$ cat src/rtl/mc_control.sv
// Multicycle control FSM for the 16-bit core: fetch, decode, execute,
// memory and write-back sequencing against a wait-state memory port.
package riscv_pkg;

    typedef enum logic [2:0] {
        R_OP   = 3'd0,
        I_OP   = 3'd1,
        L_OP   = 3'd2,
        S_OP   = 3'd3,
        B_OP   = 3'd4,
        J_OP   = 3'd5,
        JR_OP  = 3'd6,
        BAD_OP = 3'd7
    } opcode_t;

    typedef enum logic [1:0] {
        WB_ALU          = 2'd0,
        WB_MEM          = 2'd1,
        WB_PC_PLUS_FOUR = 2'd2
    } wb_sel_t;

endpackage

module mc_control
    import riscv_pkg::*;
#(
    parameter int XLEN     = 16,
    parameter int MAX_WAIT = 15
) (
    input  logic            clk_i,
    input  logic            rst_ni,
    input  opcode_t         op_i,
    input  logic [1:0]      func2_i,
    input  logic [XLEN-1:0] rs1_data_i,
    input  logic [XLEN-1:0] rs2_data_i,
    input  logic            mem_ready_i,
    output logic            instr_req_o,
    output logic            ir_we_o,
    output logic            mem_req_o,
    output logic            mem_read_o,
    output logic            mem_write_o,
    output logic [1:0]      wb_sel_o,
    output logic            write_en_o,
    output logic            imm_en_o,
    output logic            jal_en_o,
    output logic            jalr_en_o,
    output logic            branch_en_o,
    output logic            pc_we_o,
    output logic            fault_o,
    output logic [2:0]      state_o
);

    typedef enum logic [2:0] {
        S_IDLE   = 3'd0,
        S_FETCH  = 3'd1,
        S_DECODE = 3'd2,
        S_EXEC   = 3'd3,
        S_MEM    = 3'd4,
        S_WB     = 3'd5,
        S_FAULT  = 3'd7
    } state_t;

    localparam logic [7:0] WAIT_LIM = 8'(MAX_WAIT);

    state_t     state_q;
    state_t     state_d;
    opcode_t    op_q;
    logic       cond_q;
    logic       cond_d;
    logic [7:0] wait_q;
    logic       timeout;
    logic       waiting;

    assign timeout = (wait_q == WAIT_LIM);
    assign state_o = state_q;

    // Operands are valid in DECODE (IR already loaded), so the
    // condition is captured there and drives next-PC in EXEC.
    always_comb begin
        cond_d = 1'b0;
        unique case (func2_i)
            2'b00: cond_d = (rs1_data_i == rs2_data_i);
            2'b01: cond_d = (rs1_data_i != rs2_data_i);
            2'b10: cond_d = ($signed(rs1_data_i) < $signed(rs2_data_i));
            2'b11: cond_d = (rs1_data_i < rs2_data_i);
            default: cond_d = 1'b0;
        endcase
    end

    always_ff @(posedge clk_i or negedge rst_ni) begin
        if (!rst_ni) begin
            state_q <= S_IDLE;
            op_q    <= R_OP;
            cond_q  <= 1'b0;
        end else begin
            state_q <= state_d;
            if (state_q == S_DECODE) begin
                op_q   <= op_i;
                cond_q <= cond_d;
            end
        end
    end

    assign waiting = (state_q == S_FETCH || state_q == S_MEM)
                   && (state_d == state_q);

    // Counter restarts whenever FETCH or MEM is entered afresh.
    always_ff @(posedge clk_i or negedge rst_ni) begin
        if (!rst_ni) begin
            wait_q <= 8'd0;
        end else if (waiting) begin
            wait_q <= wait_q + 8'd1;
        end else begin
            wait_q <= 8'd0;
        end
    end

    always_comb begin
        state_d     = state_q;
        instr_req_o = 1'b0;
        ir_we_o     = 1'b0;
        mem_req_o   = 1'b0;
        mem_read_o  = 1'b0;
        mem_write_o = 1'b0;
        wb_sel_o    = WB_ALU;
        write_en_o  = 1'b0;
        imm_en_o    = 1'b0;
        jal_en_o    = 1'b0;
        jalr_en_o   = 1'b0;
        branch_en_o = 1'b0;
        pc_we_o     = 1'b0;
        fault_o     = 1'b0;

        unique case (state_q)
            S_IDLE: begin
                state_d = S_FETCH;
            end

            S_FETCH: begin
                instr_req_o = 1'b1;
                if (mem_ready_i) begin
                    ir_we_o = 1'b1;
                    state_d = S_DECODE;
                end else if (timeout) begin
                    state_d = S_FAULT;
                end
            end

            S_DECODE: begin
                state_d = (op_i == BAD_OP) ? S_FAULT : S_EXEC;
            end

            S_EXEC: begin
                imm_en_o = (op_q == I_OP) || (op_q == L_OP)
                         || (op_q == S_OP);
                unique case (1'b1)
                    (op_q == R_OP), (op_q == I_OP),
                    (op_q == J_OP), (op_q == JR_OP): begin
                        state_d = S_WB;
                    end
                    (op_q == L_OP), (op_q == S_OP): begin
                        state_d = S_MEM;
                    end
                    (op_q == B_OP): begin
                        pc_we_o     = 1'b1;
                        branch_en_o = cond_q;
                        state_d     = S_FETCH;
                    end
                    default: state_d = S_FAULT;
                endcase
            end

            S_MEM: begin
                mem_req_o   = 1'b1;
                mem_read_o  = (op_q == L_OP);
                mem_write_o = (op_q == S_OP);
                if (mem_ready_i) begin
                    if (op_q == L_OP) begin
                        state_d = S_WB;
                    end else begin
                        pc_we_o = 1'b1;
                        state_d = S_FETCH;
                    end
                end else if (timeout) begin
                    state_d = S_FAULT;
                end
            end

            S_WB: begin
                write_en_o = 1'b1;
                pc_we_o    = 1'b1;
                imm_en_o   = (op_q == I_OP);
                unique case (1'b1)
                    (op_q == L_OP):  wb_sel_o = WB_MEM;
                    (op_q == J_OP),
                    (op_q == JR_OP): wb_sel_o = WB_PC_PLUS_FOUR;
                    default:         wb_sel_o = WB_ALU;
                endcase
                jal_en_o  = (op_q == J_OP);
                jalr_en_o = (op_q == JR_OP);
                state_d   = S_FETCH;
            end

            S_FAULT: begin
                fault_o = 1'b1;
            end

            default: begin
                state_d = S_FAULT;
            end
        endcase
    end

endmodule

$ cat config.mk
export PLATFORM = sky130hd
export DESIGN_NAME = mc_control
export DESIGN_NICKNAME = d
export VERILOG_FILES = /design/src/rtl/mc_control.sv
export SDC_FILE = /design/constraint.sdc
export NUM_CORES = 1
export LEC_CHECK = 0
export ABC_AREA = 0
export ABC_CLOCK_PERIOD_IN_PS = 1550
export BUFFER_PORTS_ARGS = -buffer_cell sky130_fd_sc_hd__buf_4
export CAP_MARGIN = 30
export CORE_AREA = 2 2 46 79
export DETAILED_ROUTE_END_ITERATION = 8
export DIE_AREA = 0 0 48 81
export PLACE_DENSITY = 0.73
export REMOVE_ABC_BUFFERS = 1
export SYNTH_ARGS = -nofsm -noshare
export SYNTH_HDL_FRONTEND = slang
export SYNTH_SLANG_ARGS = --single-unit
$ cat constraint.sdc
create_clock -name clk_i -period 1.55 [get_ports clk_i]
set_input_delay 0.0775 -clock clk_i [delete_from_list [all_inputs] [get_ports clk_i]]
set_output_delay 0.0775 -clock clk_i [all_outputs]
set_load 0.005 [all_outputs]
==> impl_results.md <==
- Reg-to-reg setup timing slack: 60 ps
- Total CTS buffers: 3
- Seq pwr share: 28.8%
- Crit path kind: flop to primary output
- Clock sinks: 15
- Pins Over Slew Limit: 0
- Hold depth: 2
- Post-DR wirelength/cell: 11.81 um
- Crit path DAT: 1450 ps
- Crit path capture type: primary output
- Standard-cell rows: 28
- Required time worst endpoint: 1470 ps
- Final antenna-violating net count: 0
- Vias in the first global route: 1301
- Worst r2r src: wait_q[0]
- Final setup violation count: 0
- CP startpoint kind: flop
- All-Layer GR Usage: 17.69%
- Max Cap Violations: 0
- Sw frac: 38.20%
- Max VDD drop: 0.0005406 V
- Root Buffer: clkbuf_8
- Largest net degree at the start of global routing: 16
- Static Leak: 0.001015 uW
- CP Max Fanout: 4
- Total wire length: 3201 um
- Rel. slew slack: 75.24%
- Antenna violations before repair: 0
- Gate power share: 56.3%
- Gr ovfl total: 0
- # fillers: 308
- Clk_lat worst skew: 250 ps
- Clock tree buffer depth: 2
- Ant diodes: 0
- Syn_area_per_cell: 8.456 um2
- NetSw: 823.5 uW
- Library cells used by synthesis: 42
- Core area: 0.003328 mm2
- Worst Max-Slew Pin Slew: 371.4 ps
- Starting Density: 39.89%
- RSZ-0062 raised after global routing: true
- Min cycle time layout: 1531 ps
- Post-DR vias/cell: 4.970
- R2R depth: 7
- Worst-path clk slew: 60 ps
- DRC: 0
- Die area: 0.003888 mm2
- P_int: 1332 uW
- FMAX: 0.6531 GHz
- Yosys reg bits: 15
- Synth warnings: 0
- Synthesized instance count: 157
- Post-Route Skew: 1.970 ps
- Synth Cell Area: 0.001328 mm2
- Sequential area share after synthesis: 28.28%
- Boundary pin count: 57
- RR Endpoint: state_o[1]
- Hold EP: op_q[0]
- Syn-to-layout area delta: 47.79%
- Final Cycle Share: 98.78%
- Placed insts: 265
- PD cells: 1099 mW/mm2
- Routability Congestion: 0.7649
- Drt pass-1 iters: 4
- Hold WS: 63.72 ps
- Clock power frac: 14.9%
- DP HPWL: 2682 um
- Min-Delay Path Class: input pin to flop
- DR vias: 1347
- DIE WIDTH: 48 um
- Initial DRC count: 33
- Final Hold Fails: 0
- Min-delay src: op_i[0]
- Global-route wire length before repair: 5030 um
- Status: completed
- Final nets: 284
- IO buf count: 56
- Design Power: 2156 uW
- Non-Filler Instances: 271
- H-tree depth reported by CTS: 1
- Die Ht: 81 um
- CTS tree: built
- Share of post-route cells with drive strength above 1: 37.61%
## cells in the final DEF, fill, tap and decap left out, types with 2 or more instances in the layout
cell      Yosys  routed
buf_4         1      66
inv_1        19      19
ha_1         17      17
nor2_1       17      15
dfrtp_1      15      13
nand2_1      11      10
a21oi_1       8       8
nand2b_1      6       6
nand3_1       5       5
and3_1        4       4
o21ai_1       4       4
nor3_1        4       4
xor2_1        4       4
nand4_1       4       4
a31oi_1       3       3
xnor2_1       3       3
mux2_1        3       3
clkbuf_8      0       3
nor2_2        0       2
nor3b_2       1       2
nor2b_1       2       2
o21ai_0       2       2
dfrtp_2       0       2
## through the flow
| stage | TNS, ps | instance area (um2) | worst slack [ps] | utilization [%] |
|---|---|---|---|---|
| after CTS | 0 | 1939 | 17.22 | 58.27 |
| final | 0 | 1962 | 18.93 | 58.95 |
| after floorplan | 0 | 1310 | 104.8 | - |
| after global routing | -67.12 | 1962 | -53.91 | 58.95 |
| after detailed placement | -59.24 | 1874 | -59.24 | 56.32 |
| after global placement | -5.147 | 1874 | -5.147 | 56.32 |
## cell usage after synthesis (all sizes together)
library cell   n  area (um2)
nand4          4       25.02
a211o          1       8.760
a31oi          3       18.77
xnor2          3       26.28
inv           19       71.32
nor3b          2       20.02
nor2b          2       12.51
and2           1       6.260
nand2b         7       51.30
a2111o         1       11.26
nor3           4       20.02
a21oi          8       40.04
or2            1       6.260
nand2         11       41.29
o22ai          1       6.260
dfrtp         15       375.4
a22oi          1       7.510
and4           1       8.760
a31o           1       8.760
o21ai          7       38.79
nand3          5       25.02
and3b          2       17.52
buf            3       17.52
nor4           2       18.77
a221oi         1       8.760
nor2          18       83.83
xor2           4       35.03
a211oi         2       20.02
o211ai         1       7.510
ha            17       212.7
mux2i          1       10.01
nand3b         1       7.510
mux2           3       33.78
and3           4       25.02
## metal layers
layer | vias to the layer above | GRT usage (%) | wire length (um)
met5 | - | 0 | 0
met3 | 4 | 2.444 | 154
li1 | 686 | - | -
met4 | 0 | 8.108 | 29
met1 | 613 | 16.23 | 1119
met2 | 44 | 34.40 | 1897
## flip-flops by register name (all words and copies together), names as in the netlist
name     cells
op_q         3
state_o      3
cond_q       1
wait_q       8
## how the worst max path moves through the flow
stage / cells past startpoint / endpoint / from
after CTS: 5 / wb_sel_o[1] / state_o[1]
after detailed placement: 7 / cond_q / rs1_data_i[11]
after floorplan: 6 / wait_q[2] / wait_q[0]
final: 5 / wb_sel_o[1] / state_o[1]
after global placement: 7 / cond_q / rs1_data_i[11]
after global routing: 5 / wb_sel_o[1] / state_o[1]
## power groups by stage
stage / registers (uW) / logic [uW] / clock network [uW]
global placement: 626 / 1130 / 0
CTS: 615 / 1180 / 324
global route: 637 / 1350 / 340
detailed placement: 626 / 1140 / 0
finish: 621 / 1210 / 321
floorplan: 657 / 556 / 0
## logic make-up (layout without fill, tap and decap cells)
kind of cell	after synthesis	in the layout	synth area share (%)
buf+inv	22	91	6.692
simple gates	65	65	27.80
mux	4	4	3.299
flops	15	15	28.28
compound gates	27	27	13.29
xor+xnor	7	7	4.618
fa+ha+maj	17	17	16.02
## layout make-up
class,instances,area [um2],area share [%]
multi-input cells,120,885.9,45.15
well taps,45,56.30,2.870
repair buffers,68,525.5,26.79
inverters,19,71.32,3.635
clock buffers,4,45.04,2.296
flip-flops and latches,15,377.9,19.26
## worst max-delay path, cell delays in order, from the launching register on
cell and delay [ps]:
dfrtp_2 430, and3b_2 280, nand2_2 70, nor3b_2 200
or2_1 120, buf_4 100
## repair_timing
action	CTS	global route
endpoints found under the setup margin	2	12
hold endpoints to repair	15	0
resized for setup	2	7
hold buffers	1	0
setup buffers	1	0
pin swaps	0	2
(Power assumes the default switching activity.)
